### src/rtl/usb_tx_sequencer.sv
// USB transmit sequencer: serialises SYNC, PID, token/data fields, CRC5/CRC16 and EOP
// toward the bit-stuffer, holding every bit while the downstream stage stalls.
module usb_tx_sequencer #(
    parameter int MAX_DATA_BYTES = 8
) (
    input  logic                        clk,
    input  logic                        rst,
    input  logic                        start,
    input  logic [1:0]                  pkt_kind,
    input  logic [3:0]                  pid,
    input  logic [6:0]                  addr,
    input  logic [3:0]                  endp,
    input  logic [8*MAX_DATA_BYTES-1:0] data,
    input  logic [3:0]                  data_len,
    output logic                        busy,
    output logic                        bit_out,
    output logic                        bit_valid,
    input  logic                        bit_ready,
    output logic                        sending_crc,
    output logic                        eop,
    output logic                        done,
    output logic                        err
);

    localparam int DATA_BITS = 8 * MAX_DATA_BYTES;
    localparam int CNT_W = (DATA_BITS > 16) ? $clog2(DATA_BITS) : 4;
    localparam logic [3:0] LEN_MAX = 4'(MAX_DATA_BYTES);

    localparam logic [1:0] KIND_TOKEN = 2'b00;
    localparam logic [1:0] KIND_DATA  = 2'b01;
    localparam logic [1:0] KIND_HAND  = 2'b10;
    localparam logic [1:0] KIND_RSVD  = 2'b11;

    typedef enum logic [2:0] {
        S_IDLE,
        S_SYNC,
        S_PID,
        S_FIELD,
        S_CRC,
        S_EOP,
        S_DONE
    } state_t;

    function automatic logic [4:0] crc5_step(input logic [4:0] c, input logic b);
        logic fb;
        fb = c[4] ^ b;
        return {c[3:0], 1'b0} ^ (fb ? 5'h05 : 5'h00);
    endfunction

    function automatic logic [15:0] crc16_step(input logic [15:0] c, input logic b);
        logic fb;
        fb = c[15] ^ b;
        return {c[14:0], 1'b0} ^ (fb ? 16'h8005 : 16'h0000);
    endfunction

    state_t                 state_q, state_d;
    logic [CNT_W-1:0]       cnt_q, cnt_d;
    logic                   err_q, err_d;
    logic [15:0]            crc_q, crc_d;
    logic [1:0]             kind_q, kind_d;
    logic [3:0]             pid_q, pid_d;
    logic [6:0]             addr_q, addr_d;
    logic [3:0]             endp_q, endp_d;
    logic [DATA_BITS-1:0]   data_q, data_d;
    logic [3:0]             len_q, len_d;

    logic                   xfer;
    logic                   field_bit;
    logic                   field_last;
    logic [CNT_W:0]         field_len;
    logic [CNT_W-1:0]       endp_idx;
    logic [3:0]             crc_top;
    logic [3:0]             crc_idx;

    always_comb begin
        state_d     = state_q;
        cnt_d       = cnt_q;
        crc_d       = crc_q;
        err_d       = 1'b0;
        kind_d      = kind_q;
        pid_d       = pid_q;
        addr_d      = addr_q;
        endp_d      = endp_q;
        data_d      = data_q;
        len_d       = len_q;
        busy        = (state_q != S_IDLE);
        bit_valid   = 1'b0;
        bit_out     = 1'b0;
        sending_crc = 1'b0;
        eop         = 1'b0;
        done        = 1'b0;
        xfer        = 1'b0;

        // Data payload is addressed by the raw bit counter: byte = cnt[..:3], bit = cnt[2:0].
        field_len  = (kind_q == KIND_TOKEN) ? (CNT_W+1)'(11) : (CNT_W+1)'({len_q, 3'b000});
        field_last = ((CNT_W+1)'(cnt_q) + (CNT_W+1)'(1)) == field_len;
        endp_idx   = cnt_q - CNT_W'(7);
        if (kind_q == KIND_TOKEN) begin
            field_bit = (cnt_q < CNT_W'(7)) ? addr_q[cnt_q[2:0]] : endp_q[endp_idx[1:0]];
        end else begin
            field_bit = data_q[cnt_q];
        end
        crc_top = (kind_q == KIND_TOKEN) ? 4'd4 : 4'd15;
        crc_idx = crc_top - cnt_q[3:0];

        case (state_q)
            S_IDLE: begin
                if (start) begin
                    if (pkt_kind == KIND_RSVD) begin
                        err_d = 1'b1;
                    end else begin
                        kind_d  = pkt_kind;
                        pid_d   = pid;
                        addr_d  = addr;
                        endp_d  = endp;
                        data_d  = data;
                        len_d   = (data_len > LEN_MAX) ? LEN_MAX : data_len;
                        crc_d   = 16'hFFFF;
                        cnt_d   = '0;
                        state_d = S_SYNC;
                    end
                end
            end
            S_SYNC: begin
                bit_valid = 1'b1;
                bit_out   = (cnt_q == CNT_W'(7));
                xfer      = bit_ready;
                if (xfer) begin
                    if (cnt_q == CNT_W'(7)) begin
                        cnt_d   = '0;
                        state_d = S_PID;
                    end else begin
                        cnt_d = cnt_q + CNT_W'(1);
                    end
                end
            end
            S_PID: begin
                bit_valid = 1'b1;
                bit_out   = cnt_q[2] ? ~pid_q[cnt_q[1:0]] : pid_q[cnt_q[1:0]];
                xfer      = bit_ready;
                if (xfer) begin
                    if (cnt_q == CNT_W'(7)) begin
                        cnt_d = '0;
                        if (kind_q == KIND_HAND) begin
                            state_d = S_EOP;
                        end else if (kind_q == KIND_DATA && len_q == 4'd0) begin
                            state_d = S_CRC;
                        end else begin
                            state_d = S_FIELD;
                        end
                    end else begin
                        cnt_d = cnt_q + CNT_W'(1);
                    end
                end
            end
            S_FIELD: begin
                bit_valid = 1'b1;
                bit_out   = field_bit;
                xfer      = bit_ready;
                if (xfer) begin
                    if (kind_q == KIND_TOKEN) begin
                        crc_d = {crc_q[15:5], crc5_step(crc_q[4:0], field_bit)};
                    end else begin
                        crc_d = crc16_step(crc_q, field_bit);
                    end
                    if (field_last) begin
                        cnt_d   = '0;
                        state_d = S_CRC;
                    end else begin
                        cnt_d = cnt_q + CNT_W'(1);
                    end
                end
            end
            S_CRC: begin
                // Register MSB goes out first, inverted.
                bit_valid   = 1'b1;
                sending_crc = 1'b1;
                bit_out     = ~crc_q[crc_idx];
                xfer        = bit_ready;
                if (xfer) begin
                    if (cnt_q[3:0] == crc_top) begin
                        cnt_d   = '0;
                        state_d = S_EOP;
                    end else begin
                        cnt_d = cnt_q + CNT_W'(1);
                    end
                end
            end
            S_EOP: begin
                eop     = 1'b1;
                state_d = S_DONE;
            end
            S_DONE: begin
                done    = 1'b1;
                state_d = S_IDLE;
            end
            default: begin
                state_d = S_IDLE;
            end
        endcase

        err = err_q;
    end

    always_ff @(posedge clk) begin
        if (rst) begin
            state_q <= S_IDLE;
            cnt_q   <= '0;
            err_q   <= 1'b0;
        end else begin
            state_q <= state_d;
            cnt_q   <= cnt_d;
            err_q   <= err_d;
        end
    end

    // Packet contents and CRC are re-initialised on every accept, so they carry no reset.
    always_ff @(posedge clk) begin
        crc_q  <= crc_d;
        kind_q <= kind_d;
        pid_q  <= pid_d;
        addr_q <= addr_d;
        endp_q <= endp_d;
        data_q <= data_d;
        len_q  <= len_d;
    end

endmodule

### config.mk
export PLATFORM = sky130hd
export DESIGN_NAME = usb_tx_sequencer
export DESIGN_NICKNAME = d
export VERILOG_FILES = /design/src/rtl/usb_tx_sequencer.sv
export SDC_FILE = /design/constraint.sdc
export NUM_CORES = 1
export LEC_CHECK = 0
export ABC_AREA = 1
export ABC_CLOCK_PERIOD_IN_PS = 7400
export CORE_UTILIZATION = 57
export DETAILED_ROUTE_END_ITERATION = 8
export PLACE_DENSITY_LB_ADDON = 0.3
export SLEW_MARGIN = 40
export SYNTH_ARGS = -nofsm -noshare
export SYNTH_HDL_FRONTEND = slang
export SYNTH_SLANG_ARGS = --single-unit
export TNS_END_PERCENT = 100
### constraint.sdc
create_clock -name clk -period 7.4 [get_ports clk]
set_clock_uncertainty 0.15 [all_clocks]
set_input_delay 0.74 -clock clk [delete_from_list [all_inputs] [get_ports clk]]
set_output_delay 0.74 -clock clk [all_outputs]
set_load 0.1 [all_outputs]
==> results.txt <==
row count = 34
crit-path cells = nor2_4 > inv_1 > ha_1 > inv_1 > o21ai_0 > xor2_1 > a31oi_1 > o21ai_0 > nand3_1 > o2111ai_1 > buf_2
hold buffers post-CTS = 0
Worst Setup Path Type = flip-flop to output pin
Required @ worst endpoint = 6.51 ns
num ports = 96
Antenna diodes = 0
number of synthesized register bits = 111
postcts setup bufs = 0
DRT Pass-1 Iters = 5
H-tree depth = 3
CTS root buf = clkbuf_8
Hold Startpoint = crc_q[0]
DP Wirelength = 8.223 mm
Die Span X = 98.73 µm
synth warn = 0
critical path startpoint category = flip-flop
critical path fanouts, max = 15
beginning of the critical path = kind_q[1]
setup TNS = 0 ns
HP Class = flip-flop to flip-flop
CP arrival = 3.23 ns
Critical-path top delay cell = buf_2
Mapped Area = 5333 µm²
slowest stage delay, CP = 0.46 ns
CTS Sinks = 111
post_cts resized = 0
sw power = 0.0007478 W
Layout area overhead = 21.82%
Peak VDD IR = 157.1 µV
PD cells = 300.8 nW/µm²
Die Y = 98.73 µm
layout cell share with drive strength beyond 1 = 0.09163
DIE AREA = 9747 µm²
max cap viols = 0
net count after synthesis = 631
Clock Path Buffers = 2
number of port buffers = 95
Initial Utilization = 0.5998
Seq/Total Area, Yosys = 0.6063
leakage = 2.523 nW
Worst Max-Slew Pin Slew = 0.7981 ns
Non-Filler Instances = 741
DR iter-0 viols = 349
drt drc = 0
area occupied by multi-input gates = 1685 µm²
largest net degree at the start of global routing = 73
met3 GRT Util = 0.06028
status = finished, final reports clean
RSZ-0062 raised after global routing = no
clock network fraction of total power = 0.197
max_slew headroom = 0.4672
combinational power share = 0.336
nets = 721
CTS tree = done
CP Capture Type = output pin
met1 usage = 0.3117
via count = 4087
worst setup slack after layout = 3.276 ns
FF+latch area = 3234 µm²
DP Cell Count = 725
remaining antenna violation count = 0
switching power share of the total = 0.3827
Synth Instances = 538
Clock Pin Slew Worst Setup and Hold Paths = 0.12 ns
Tot Pwr = 0.001954 W
Final setup violation count = 0
Num CTS Buffers = 9
busiest grt layer = met2
clock latency on the worst-skew pair = 0.39 ns
post-synthesis area per instance = 9.912 µm²
Layout fillers = 632
Congestion Overflow GR = 0
min Tclk post-route = 4.124 ns
initial antenna violation count = 0
Core Box Area = 8891 µm²
final wirelength = 11.68 mm
Via density = 5.516
WL per Instance = 15.77 µm
Flop pwr share = 0.467
met2 usage = 0.4599
Final Core Density = 0.7307
Internal = 0.001206 W
final period utilization = 0.5573
Slew Viols, Final = 0
Critical R2R Launch = cnt_q[0]
Place WS = 3.705 ns
first-pass GRT wire length = 19.34 mm
Final Hold Fails = 0
Max Clk Rate = 242.5 MHz
Yosys cell types = 43
GPL Wtd Cong = 0.9192
vias in the first global route = 4153
Total GRT Usage = 0.2589
worst max-delay path: cells and delay by family (launching register included):
kind                       cells  cell delay [ns]
DFF                            1             0.45
adders and majority gates      1             0.37
buffers and inverters          3             0.85
xor gates and xnor gates       1             0.22
AOI/OAI and AO/OA              4             0.47
and+or+nand+nor                2             0.49
cells by family after synthesis:
logic type | share of synthesized area
simple gates | 0.2123
flops | 0.6063
xor+xnor | 0.01643
buf+inv | 0.07907
compound gates | 0.07508
fa+ha+maj | 0.01079
synthesized netlist by cell type (all sizes together):
master / n / share of area
fa: 1 / 0.0038
edfxtp: 101 / 0.57
nand3b: 2 / 0.0028
o2111a: 1 / 0.0021
buf: 15 / 0.021
nor3: 4 / 0.0047
nand2: 126 / 0.092
dfxtp: 10 / 0.038
o21a: 1 / 0.0014
and3: 1 / 0.0012
inv: 79 / 0.056
xor2: 9 / 0.015
a21oi: 19 / 0.021
ha: 3 / 0.0070
nand3: 61 / 0.060
or2: 4 / 0.0047
clkbuf: 3 / 0.0021
o221ai: 1 / 0.0016
a31oi: 2 / 0.0023
a221o: 1 / 0.0019
o21ai: 31 / 0.029
o2111ai: 1 / 0.0016
xnor2: 1 / 0.0016
nor4: 1 / 0.0012
a22oi: 2 / 0.0028
o41ai: 1 / 0.0052
a21boi: 1 / 0.0014
o211ai: 2 / 0.0028
nand4: 9 / 0.011
nor2: 44 / 0.036
o21bai: 1 / 0.0014
power groups by stage:
stage / clock (W) / combinational, W / sequential [W]
finish: 0.000385 / 0.000657 / 0.000912
global route: 0.000417 / 0.000726 / 0.000924
CTS: 0.000392 / 0.000655 / 0.000913
detailed placement: 0 / 0.000653 / 0.000925
global placement: 0 / 0.000641 / 0.000919
floorplan: 0 / 0.000513 / 0.000903
metal layers:
metal  up-vias  share of wire
met2       181           0.52
met4         0          0.016
met5         -              0
li1       1989              -
met3        20          0.065
met1      1897           0.40
area by class of cell:
cell class / instances / share of cell area
flip-flops and latches: 111 / 0.4979
multi-input cells: 330 / 0.2594
repair buffers: 97 / 0.1439
inverters: 79 / 0.04565
well taps: 108 / 0.02080
clock buffers: 9 / 0.01907
clock inverters: 7 / 0.01329
final timing paths:
path                            depth (start not counted)  slack [ns]        to
worst max-delay path                                   11        3.28   bit_out
worst min-delay path                                    1        0.39  crc_q[1]
worst min register to register                          1        0.39  crc_q[1]
worst max register to register                         15        4.51  crc_q[2]
registers in the layout, indices dropped and copies added, names as in the netlist:
| signal | cells |
|---|---|
| data_q | 64 |
| endp_q | 4 |
| crc_q | 16 |
| addr_q | 7 |
| err | 1 |
| cnt_q | 6 |
| kind_q | 2 |
| len_q | 4 |
| state_q | 3 |
| pid_q | 4 |
per-stage QoR:
step	instance area (µm²)	hold WS (ns)
6_report	6496	0.3860
2_1_floorplan	5333	0.3387
5_1_grt	6496	0.4044
4_1_cts	6492	0.3863
3_5_place_dp	6282	0.3708
3_3_place_gp	6316	0.3625
layout by cell type, fill, tap and decap left out, drive strengths merged, types with 9 or more instances in the layout:
master and count:
dfxtp 10, xor2 9, nand3 61, edfxtp 101, nor2 44, nand4 9, clkbuf 9, nand2 126
a21oi 19, o21ai 31, clkdlybuf4s50 88, buf 9, inv 82
Note: power is estimated with default switching activity, not from simulation.
